### src/rtl/async_event_sync_multi.sv
// Multi-channel event synchronizer: per-channel flop chain, edge detect, one-cycle pulse
// and a saturating pending-event counter with sticky overflow, all in the rx_clk domain.
module async_event_sync_multi #(
  parameter int NUM_CH      = 4,
  parameter int SYNC_STAGES = 2,
  parameter int CNT_W       = 4,
  parameter int EDGE_MODE   = 0
) (
  input  logic                    rx_clk,
  input  logic                    rx_rst,
  input  logic [NUM_CH-1:0]       async_in,
  output logic [NUM_CH-1:0]       evt_pulse,
  output logic [NUM_CH-1:0]       evt_pending,
  input  logic [NUM_CH-1:0]       evt_ack,
  output logic [NUM_CH*CNT_W-1:0] evt_cnt,
  output logic [NUM_CH-1:0]       ovf,
  input  logic [NUM_CH-1:0]       ovf_clr
);

  if (EDGE_MODE < 0 || EDGE_MODE > 2) begin : g_bad_edge_mode
    $error("async_event_sync_multi: EDGE_MODE must be 0, 1 or 2");
  end
  if (NUM_CH < 1 || SYNC_STAGES < 2 || CNT_W < 1) begin : g_bad_sizes
    $error("async_event_sync_multi: NUM_CH>=1, SYNC_STAGES>=2, CNT_W>=1 required");
  end

  // Detection stays masked until the chain and delay flop hold real post-reset samples.
  localparam int WARM   = SYNC_STAGES + 1;
  localparam int WARM_W = $clog2(WARM + 1);

  logic [WARM_W-1:0] warm_reg;
  logic              armed;

  always_ff @(posedge rx_clk or posedge rx_rst) begin
    if (rx_rst) begin
      warm_reg <= WARM_W'(WARM);
    end else if (warm_reg != '0) begin
      warm_reg <= warm_reg - 1'b1;
    end
  end

  assign armed = (warm_reg == '0);

  for (genvar gi = 0; gi < NUM_CH; gi++) begin : g_ch
    logic [SYNC_STAGES-1:0] sync_reg;
    logic                   d_reg;
    logic                   s;
    logic                   edge_raw;
    logic                   evt_hit;
    logic                   ack_ok;
    logic                   at_max;
    logic [CNT_W-1:0]       cnt_reg;
    logic                   pulse_reg;
    logic                   ovf_reg;

    assign s = sync_reg[SYNC_STAGES-1];

    if (EDGE_MODE == 1) begin : g_rise
      assign edge_raw = s & ~d_reg;
    end else if (EDGE_MODE == 2) begin : g_fall
      assign edge_raw = ~s & d_reg;
    end else begin : g_any
      assign edge_raw = s ^ d_reg;
    end

    assign evt_hit = edge_raw & armed;
    // An ack against an empty counter is simply dropped so the count never wraps.
    assign ack_ok  = evt_ack[gi] & (cnt_reg != '0);
    assign at_max  = &cnt_reg;

    always_ff @(posedge rx_clk or posedge rx_rst) begin
      if (rx_rst) begin
        sync_reg  <= '0;
        d_reg     <= 1'b0;
        pulse_reg <= 1'b0;
        cnt_reg   <= '0;
        ovf_reg   <= 1'b0;
      end else begin
        sync_reg  <= {sync_reg[SYNC_STAGES-2:0], async_in[gi]};
        d_reg     <= s;
        pulse_reg <= evt_hit;
        if (evt_hit && !ack_ok) begin
          if (!at_max) cnt_reg <= cnt_reg + 1'b1;
        end else if (!evt_hit && ack_ok) begin
          cnt_reg <= cnt_reg - 1'b1;
        end
        // A new overflow outranks a same-cycle clear so no overflow goes unreported.
        if (evt_hit && !ack_ok && at_max) begin
          ovf_reg <= 1'b1;
        end else if (ovf_clr[gi]) begin
          ovf_reg <= 1'b0;
        end
      end
    end

    assign evt_pulse[gi]                = pulse_reg;
    assign evt_cnt[gi*CNT_W +: CNT_W]   = cnt_reg;
    assign evt_pending[gi]              = (cnt_reg != '0);
    assign ovf[gi]                      = ovf_reg;
  end

endmodule

### config.mk
export PLATFORM = sky130hd
export DESIGN_NAME = async_event_sync_multi
export DESIGN_NICKNAME = d
export VERILOG_FILES = /design/src/rtl/async_event_sync_multi.sv
export SDC_FILE = /design/constraint.sdc
export NUM_CORES = 1
export LEC_CHECK = 0
export ABC_AREA = 1
export ABC_CLOCK_PERIOD_IN_PS = 2000
export CAP_MARGIN = 0
export CORE_MARGIN = 5
export CORE_UTILIZATION = 30
export DETAILED_ROUTE_END_ITERATION = 12
export SYNTH_ARGS = -nofsm -noshare
export SYNTH_HDL_FRONTEND = slang
export SYNTH_SLANG_ARGS = --single-unit
### constraint.sdc
create_clock -name rx_clk -period 2 [get_ports rx_clk]
set_clock_uncertainty 0.15 [all_clocks]
set_input_delay 0.5 -clock rx_clk [delete_from_list [all_inputs] [get_ports rx_clk]]
set_output_delay 0.5 -clock rx_clk [all_outputs]
set_load 0.01 [all_outputs]
==> flow_summary.json, run 1 <==
{
  "async_flop_share": 1.00,
  "clk-insertion-delay-late_ns": 0.28,
  "fp.dieW_um": 92.8,
  "syn_nets": 257,
  "endpoint_kind": "flop",
  "post-route-period-util": 1.02,
  "synth_edf_count": 0,
  "cts_buffers": 5,
  "nets": 339,
  "synthMuxAreaShare": 0,
  "grt_first_pass_wirelength_um": 7730,
  "synth_warnings": 0,
  "hold_violations": 0,
  "grt_usage": 0.111,
  "final_area_um2": 3220,
  "clockBufferDepth": 2,
  "cp_cell_sequence": "inv_2 -> ha_4 -> nand2_4 -> nor2_8 -> nand2_4 -> ha_4 -> nand2_2 -> nand2_2 -> nor2_2 -> inv_1 -> nand2_1 -> nand3_1 -> nand2_1 -> nand2_1",
  "seq_area_frac_synth": 0.463,
  "syn_area_um2": 2060,
  "cts.reportedPaths.clkPinSlew_ns": 0.08,
  "multi_input_area_um2": 1170,
  "hp-start": "g_ch[3].sync_reg[0]",
  "grt_max_degree": 39,
  "placed_cell_area_um2": 2900,
  "gr-total-overflow": 0,
  "synth_top_family_by_area": "simple AND/OR/NAND/NOR gates",
  "cts.sinks": 38,
  "worst_slack_ns": -0.0337,
  "finalSetupTns_ns": -0.0430,
  "ys.flop_type": "dfrtp_1",
  "synthSimpleGateAreaFrac": 0.289,
  "vias": 1728,
  "cts_htree_levels": 2,
  "netlist_top_cells_area": "dfrtp_1 (44%), nand2_1 (9.7%), inv_1 (5.7%), ha_1 (5.5%), nand3_1 (5.1%)",
  "synth_top_area_frac": 0.438,
  "largest_reg_flops": 16,
  "leakage_nw": 1.58,
  "yosys.area_share.adder": 0.0936,
  "cp-start-kind": "flop",
  "final_common_cell": "buf_4",
  "die_area_um2": 8620,
  "clockRootBuffer": "clkbuf_8",
  "num_io_pins": 42,
  "startpoint": "warm_reg[0]",
  "fmax_mhz": 492,
  "synth_compound_area_frac": 0.0243,
  "drc": 0,
  "rows": 30,
  "drt_iter0_drc": 21,
  "cpMostUsedCell": "nand2_1",
  "hp-class": "flop to flop",
  "io_buffers": 41,
  "synth-xor-area-share": 0.0383,
  "status": "finished, violations left",
  "hold_buffers": 0,
  "synth_cell_types": 23,
  "worst-endpoint-arrival_ns": 2.06,
  "layout-drive-gt1-share": 0.364,
  "avgRoutedWirePerCell_um": 11.6,
  "synth_top_cell_by_area": "dfrtp_1",
  "routabilityCongestion": 0.828,
  "die_h_um": 92.8,
  "finalMaxSlewViolations": 0,
  "critPathKind": "flop to flop",
  "area_delta_synth_final_pct": 56.5,
  "required_ns": 2.03,
  "fillers": 616,
  "cts_tree": "done",
  "initial_core_util": 0.306,
  "maxCapViolCount": 0,
  "ant_nets": 0,
  "max_slew_margin": 0.777,
  "core_um2": 6720,
  "rsz0062_at_grt": "true",
  "ys_seq_elements": 38,
  "critPathMaxStageDelay_ns": 0.54,
  "avgSynthCellArea_um2": 8.95,
  "drt_wl_total_um": 4570,
  "violations": "setup timing",
  "final_cell_mix": "buf_4 (40), nand2_1 (35), dfrtp_1 (34)",
  "grt_pass1_vias": 1776,
  "finalSetupViolCount": 2,
  "dr.pass1.iters": 4,
  "worstPathMaxFanout": 7,
  "antenna_cells": 0,
  "fin_crit_ns": 2.03,
  "max-vdd-ir-drop_mv": 0.632,
  "place_hpwl_um": 3330,
  "syn_inst": 230,
  "layout.area.seq_um2": 956,
  "worst_pin_slew_ns": 0.333,
  "worstReg2RegStart": "warm_reg[0]",
  "vias_per_cell": 4.40,
  "crit_path_top_delay_cell": "dfstp_2",
  "antenna_found_initial": 0,
  "power.density_nw_per_um2": 1290
}
layout make-up:
cell class / count / share of cell area
well taps: 80 / 0.0311
repair buffers: 84 / 0.237
multi-input cells: 152 / 0.365
flip-flops and latches: 38 / 0.297
clock buffers: 8 / 0.0342
inverters: 31 / 0.0361
what timing repair did:
item | in CTS | in global routing
endpoints found under the setup margin | 13 | 19
pin swaps | 13 | 32
buffers inserted | 3 | 3
resized for setup | 18 | 37
cells by family (layout without fill, tap and decap cells):
family | count (synthesis) | after routing
AOI/OAI and AO/OA | 9 | 9
DFF | 38 | 38
xor gates and xnor gates | 9 | 9
buffers and inverters | 40 | 123
adders and majority gates | 13 | 13
and+or+nand+nor | 121 | 121
per-stage QoR:
stage / utilization / setup WS (ns) / power, mW / hold slack, ns / cells
floorplan: - / -0.0236 / 2.32 / 0.181 / 230
global placement: 0.432 / -0.261 / 3.31 / 0.184 / 379
detailed placement: 0.432 / -0.281 / 3.37 / 0.185 / 379
CTS: 0.458 / -0.0277 / 4.04 / 0.202 / 390
global route: 0.479 / -0.122 / 4.56 / 0.205 / 393
finish: 0.479 / -0.0337 / 4.17 / 0.200 / 393
cell usage after synthesis (2+ instances only):
cell / instances
a21oi_1: 4
buf_4: 8
dfrtp_1: 36
dfstp_2: 2
fa_1: 4
ha_1: 9
inv_1: 31
nand2_1: 53
nand2_2: 5
nand2_4: 3
nand3_1: 21
nand3_2: 2
nand4_1: 8
nor2_1: 24
nor2_4: 2
o22ai_1: 4
xnor2_1: 5
xor2_1: 4
worst paths after layout:
check                           depth (start not counted)                   to  slack, ns
worst max-delay path                                   14   g_ch[1].cnt_reg[3]      -0.03
worst min-delay path                                    0  g_ch[3].sync_reg[1]       0.20
min in group asynchronous                               3  g_ch[1].sync_reg[1]       0.41
worst max register to register                         14   g_ch[1].cnt_reg[3]      -0.03
worst min register to register                          0  g_ch[3].sync_reg[1]       0.20
max in group asynchronous                               3          warm_reg[0]       1.03
worst max-delay path, delay by kind of cell, from the launching register on:
kind / cells / cell delay (ns)
buf+inv: 2 / 0.09
simple gates: 10 / 0.72
flops: 1 / 0.54
fa+ha+maj: 2 / 0.42
routing by layer:
layer,part of all wire,up-vias,track usage
li1,-,882,-
met2,0.49,28,0.187
met5,0,-,0
met1,0.45,814,0.138
met3,0.050,4,0.0325
met4,0.0074,0,0.0293
report_power, final:
group / switching (mW) / internal, mW
registers: 0.0984 / 0.971
logic: 1.22 / 1.26
clock network: 0.267 / 0.348
(Power assumes the default switching activity.)
==> run 2: changes to the inputs <==
--- a/config.mk
+++ b/config.mk
@@ -9,8 +9,9 @@
 export ABC_CLOCK_PERIOD_IN_PS = 2000
 export CAP_MARGIN = 0
 export CORE_MARGIN = 5
-export CORE_UTILIZATION = 30
+export CORE_UTILIZATION = 46
 export DETAILED_ROUTE_END_ITERATION = 12
+export PLACE_DENSITY = 0.76
 export SYNTH_ARGS = -nofsm -noshare
 export SYNTH_HDL_FRONTEND = slang
 export SYNTH_SLANG_ARGS = --single-unit
==> run 2 against run 1 <==
The flow still finishes with violations (setup timing). Clock-buffer cell count unchanged. Worst hold slack got worse by 0.00073 ns. Non-clock buffer count decreased by 1. Routed wire length decreased by 3.7%. Clock power shrank 20%. Flip-flop and latch count unchanged. Die area shrank 31%. First-iteration DRC count grew to 4.4 times the previous value. Via count up 2.4%. Cell count down 7.4%. Global-route usage grew 4.0 points.
==> flow_summary.json, run 2 (same netlist as run 1, synthesis figures left out) <==
{
  "die_area_um2": 5910,
  "initial_core_util": 0.473,
  "drt_wl_total_um": 4400,
  "die_h_um": 76.9,
  "p_switching_mw": 1.62,
  "antenna_cells": 0,
  "switching_share": 0.394,
  "cts_htree_levels": 2,
  "drc": 0,
  "routabilityCongestion": 0.868,
  "post-route-period-util": 1.01,
  "worst_pin_slew_ns": 0.345,
  "clockRootBuffer": "clkbuf_8",
  "hold_buffers": 0,
  "fin_crit_ns": 2.02,
  "clockBufferDepth": 2,
  "final_util": 0.728,
  "leakage_nw": 1.59,
  "largest_reg_flops": 16,
  "power.density_nw_per_um2": 1300,
  "rsz0062_at_grt": "true",
  "final_area_um2": 3170,
  "critPathKind": "flop to flop",
  "cts_buffers": 5,
  "cts_tree": "done",
  "cts.reportedPaths.clkPinSlew_ns": 0.07,
  "cts.sinks": 38,
  "nets": 338,
  "p_int_mw": 2.49,
  "fmax_mhz": 495,
  "layout-drive-gt1-share": 0.356,
  "worst-endpoint-arrival_ns": 2.04,
  "vias": 1770,
  "finalSetupViolCount": 2,
  "maxCapViolCount": 0,
  "grt_usage": 0.151,
  "place_hpwl_um": 3180,
  "violations": "setup timing",
  "p_comb_frac": 0.619,
  "status": "finished, violations left",
  "fp.dieW_um": 76.9,
  "dpl_worst_slack_ns": -0.260,
  "final_cell_mix": "buf_4 (40), nand2_1 (37), dfrtp_1 (34)",
  "hp-class": "flop to flop",
  "max-vdd-ir-drop_mv": 0.716,
  "power_frac_seq": 0.262,
  "num_io_pins": 42,
  "core_um2": 4350,
  "antenna_found_initial": 0,
  "area_delta_synth_final_pct": 54.1,
  "final_common_cell": "buf_4",
  "grt_max_degree": 24,
  "cp-start-kind": "flop",
  "hold_violations": 0,
  "finalMaxSlewViolations": 0,
  "whs_ns": 0.199,
  "dr.pass1.iters": 4,
  "grt_first_pass_wirelength_um": 7340,
  "gr-total-overflow": 0,
  "io_buffers": 41,
  "placed_cell_area_um2": 2870,
  "rows": 24,
  "finalSetupTns_ns": -0.0262,
  "max_slew_margin": 0.769,
  "required_ns": 2.02,
  "endpoint_kind": "flop",
  "vias_per_cell": 4.86,
  "worst_slack_ns": -0.0192,
  "worstPathMaxFanout": 6,
  "ant_nets": 0,
  "grt_pass1_vias": 1724,
  "avgRoutedWirePerCell_um": 12.1,
  "drt_iter0_drc": 92,
  "clockPowerShare": 0.119,
  "clk-insertion-delay-late_ns": 0.28
}
==> run 2: cell count changes in the layout (fill, tap and decap cells not counted) <==
cell and delta:
dlymetal6s2s_1 +4, clkbuf_8 -3, nor2_2 +1, clkdlybuf4s50_1 -2
nor2_1 -4, nand2_2 -2, dlygate4sd2_1 -2, nand3_2 -1
nor2_4 +3, nand3_1 +1, buf_6 -1, clkbuf_1 +3
nand2_1 +2
==> run 2: what timing repair did <==
item	4_1_cts	5_1_grt
setup buffers	3	2
setup endpoints to repair	10	22
pin swaps	6	36
resized for setup	11	49
==> run 2: layer usage <==
layer,wire [um],up-vias,global-route usage
li1,-,885,-
met1,1910,836,0.186
met2,2250,43,0.252
met3,179,6,0.0398
met4,59,0,0.0542
met5,0,-,0
==> run 2: power by group through the flow <==
stage               Clock (mW)  Sequential (mW)  Combinational [mW]
finish                   0.490             1.08                2.55
global route             0.541             1.11                2.83
CTS                      0.509             1.07                2.28
detailed placement           0             1.09                2.26
global placement             0             1.08                2.21
floorplan                    0             1.32                1.00
==> run 2: layout make-up <==
type	instances	area [um^2]
fill	310	1180
clock buffer	8	80.1
tap	52	65.1
sequential	38	956
inverter	31	116
timing repair buffer	83	764
multi-input combinational	152	1190
==> run 2: final timing paths <==
path                                     start                  end  slack (ns)  cells past startpoint
setup / recovery                   warm_reg[1]   g_ch[1].cnt_reg[3]       -0.02                     14
hold / removal             g_ch[3].sync_reg[0]  g_ch[3].sync_reg[1]        0.20                      0
setup reg to reg                   warm_reg[1]   g_ch[1].cnt_reg[3]       -0.02                     14
hold reg to reg            g_ch[3].sync_reg[0]  g_ch[3].sync_reg[1]        0.20                      0
max in group asynchronous               rx_rst          warm_reg[1]        0.89                      3
min in group asynchronous               rx_rst   g_ch[1].cnt_reg[0]        0.31                      2
==> run 2: critical path, cell delays in order (launching register included) <==
cell	delay, ns
dfstp_2	0.53
inv_2	0.04
ha_4	0.20
nand2_4	0.10
nor2_8	0.05
nand2_4	0.10
ha_4	0.21
nand2_2	0.05
nand2_2	0.06
nor2_4	0.11
inv_1	0.05
nand2_1	0.07
nand3_1	0.07
nand2_1	0.06
nand2_1	0.05
==> run 2: stage by stage <==
step	power, mW	cells
floorplan	2.32	230
global placement	3.29	351
detailed placement	3.34	351
CTS	3.86	362
global route	4.48	364
finish	4.12	364
==> run 3: changes to the inputs <==
--- a/config.mk
+++ b/config.mk
@@ -12,6 +12,7 @@
 export CORE_UTILIZATION = 46
 export DETAILED_ROUTE_END_ITERATION = 12
 export PLACE_DENSITY = 0.76
+export SKIP_CTS_REPAIR_TIMING = 1
 export SYNTH_ARGS = -nofsm -noshare
 export SYNTH_HDL_FRONTEND = slang
 export SYNTH_SLANG_ARGS = --single-unit
==> run 3 against run 2 <==
The flow still finishes with violations (setup timing). Register-to-register slack got worse by 0.09 ns. Combinational power about the same. Clock-buffer cell count did not move.
==> flow_summary.json, run 3 (same netlist as run 1, synthesis figures left out) <==
{
  "final_cell_mix": "nand2_1 (41), buf_4 (37), dfrtp_1 (34)",
  "cp_cell_sequence": "inv_2 -> ha_4 -> buf_12 -> nand2_4 -> nor2_4 -> nand2_4 -> ha_4 -> nand2_2 -> nand2_2 -> nor2_4 -> inv_1 -> nand2_1 -> nand3_1 -> nand2_1 -> nand2_1",
  "grt_max_degree": 24,
  "worst-endpoint-arrival_ns": 2.14,
  "fillers": 300,
  "dr.pass1.iters": 4,
  "cts_buffers": 5,
  "gr-total-overflow": 0,
  "status": "finished, violations left",
  "power.density_nw_per_um2": 1290,
  "worst_pin_slew_ns": 0.343,
  "fp.dieW_um": 76.9,
  "cp_top_family": "simple AND/OR/NAND/NOR gates",
  "grt.busiest_layer": "met2",
  "dpl_worst_slack_ns": -0.260,
  "drt_wl_total_um": 4450,
  "final_common_cell": "nand2_1",
  "die_h_um": 76.9,
  "hold_violations": 0,
  "whs_ns": 0.199,
  "nets": 339,
  "critPathMaxStageDelay_ns": 0.54,
  "vias_per_cell": 4.86,
  "violations": "setup timing",
  "layout-drive-gt1-share": 0.332,
  "cts_tree": "done",
  "grt_first_pass_wirelength_um": 7150,
  "die_area_um2": 5910,
  "final_util": 0.731,
  "post-route-period-util": 1.06,
  "max_slew_margin": 0.771,
  "r2r_cells": 15,
  "required_ns": 2.02,
  "holdPathStages": 0,
  "cp-start-kind": "flop",
  "cts.reportedPaths.clkPinSlew_ns": 0.07,
  "grt_usage": 0.147,
  "crit_path_top_delay_cell": "dfstp_2",
  "finalSetupTns_ns": -0.384,
  "drt_iter0_drc": 82,
  "routabilityCongestion": 0.868,
  "worstPathMaxFanout": 4,
  "critPathKind": "flop to flop",
  "rsz0062_at_grt": "true",
  "grt_pass1_vias": 1679,
  "cts_htree_levels": 2,
  "finalSetupViolCount": 7,
  "fmax_mhz": 474,
  "area_delta_synth_final_pct": 54.6,
  "endpoint_kind": "flop",
  "max-vdd-ir-drop_mv": 0.717,
  "leakage_nw": 1.63,
  "power_mw": 4.09,
  "met1_usage": 0.183,
  "cpMostUsedCell": "nand2_1",
  "antenna_cells": 0,
  "largest_reg_flops": 16,
  "drc": 0,
  "antenna_found_initial": 0,
  "avgRoutedWirePerCell_um": 12.2,
  "clockBufferDepth": 2,
  "core_um2": 4350,
  "layout.area.seq_um2": 956,
  "place_hpwl_um": 3180,
  "vias": 1773,
  "ant_nets": 0,
  "path_buf_inv": 3,
  "initial_core_util": 0.473,
  "met2_usage": 0.244,
  "crit_cells": 15,
  "grt_util_met3": 0.0398,
  "clk-insertion-delay-late_ns": 0.28,
  "fin_crit_ns": 2.11,
  "finalMaxSlewViolations": 0,
  "rows": 24,
  "io_buffers": 41,
  "cts.sinks": 38,
  "r2r_setup_slack_ns": -0.11,
  "hp-class": "flop to flop",
  "clockRootBuffer": "clkbuf_8",
  "num_io_pins": 42,
  "maxCapViolCount": 0,
  "worst_slack_ns": -0.111,
  "multi_input_area_um2": 1150
}
## run 3: layout make-up
class | instances | area share
Clock buffer | 8 | 0.0252
Inverter | 31 | 0.0366
Multi-Input combinational cell | 152 | 0.360
Sequential cell | 38 | 0.300
Tap cell | 52 | 0.0204
Timing Repair Buffer | 84 | 0.257
## run 3: final timing paths
path                                       end                 from
min in group asynchronous   g_ch[1].cnt_reg[0]               rx_rst
setup reg to reg            g_ch[3].cnt_reg[3]          warm_reg[0]
hold reg to reg            g_ch[3].sync_reg[1]  g_ch[3].sync_reg[0]
hold / removal             g_ch[3].sync_reg[1]  g_ch[3].sync_reg[0]
max in group asynchronous          warm_reg[1]               rx_rst
setup / recovery            g_ch[3].cnt_reg[3]          warm_reg[0]
## run 3: power by group
part	leakage (nW)	switching (mW)	total (mW)	internal [mW]
registers	0.448	0.104	1.08	0.972
clock network	0.0395	0.242	0.490	0.247
logic	1.14	1.24	2.53	1.29
total	1.63	1.59	4.09	2.51
## run 3: per-stage QoR
stage	std cells	instance area [um^2]
5_1_grt	365	3180
3_5_place_dp	351	2870
4_1_cts	359	2950
2_1_floorplan	230	2170
6_report	365	3180
3_3_place_gp	351	2870
## run 3: worst register-to-register path: stages, from the launching register on
cell and delay (ns):
dfstp_2 0.54, inv_2 0.04, ha_4 0.17, buf_12 0.14, nand2_4 0.07, nor2_4 0.04
nand2_4 0.11, ha_4 0.22, nand2_2 0.05, nand2_2 0.06, nor2_4 0.10, inv_1 0.04
nand2_1 0.07, nand3_1 0.08, nand2_1 0.08, nand2_1 0.04
## run 3: layer usage
layer	up-vias	share of wire
li1	885	-
met1	850	0.43
met2	30	0.53
met3	8	0.031
met4	0	0.014
met5	-	0
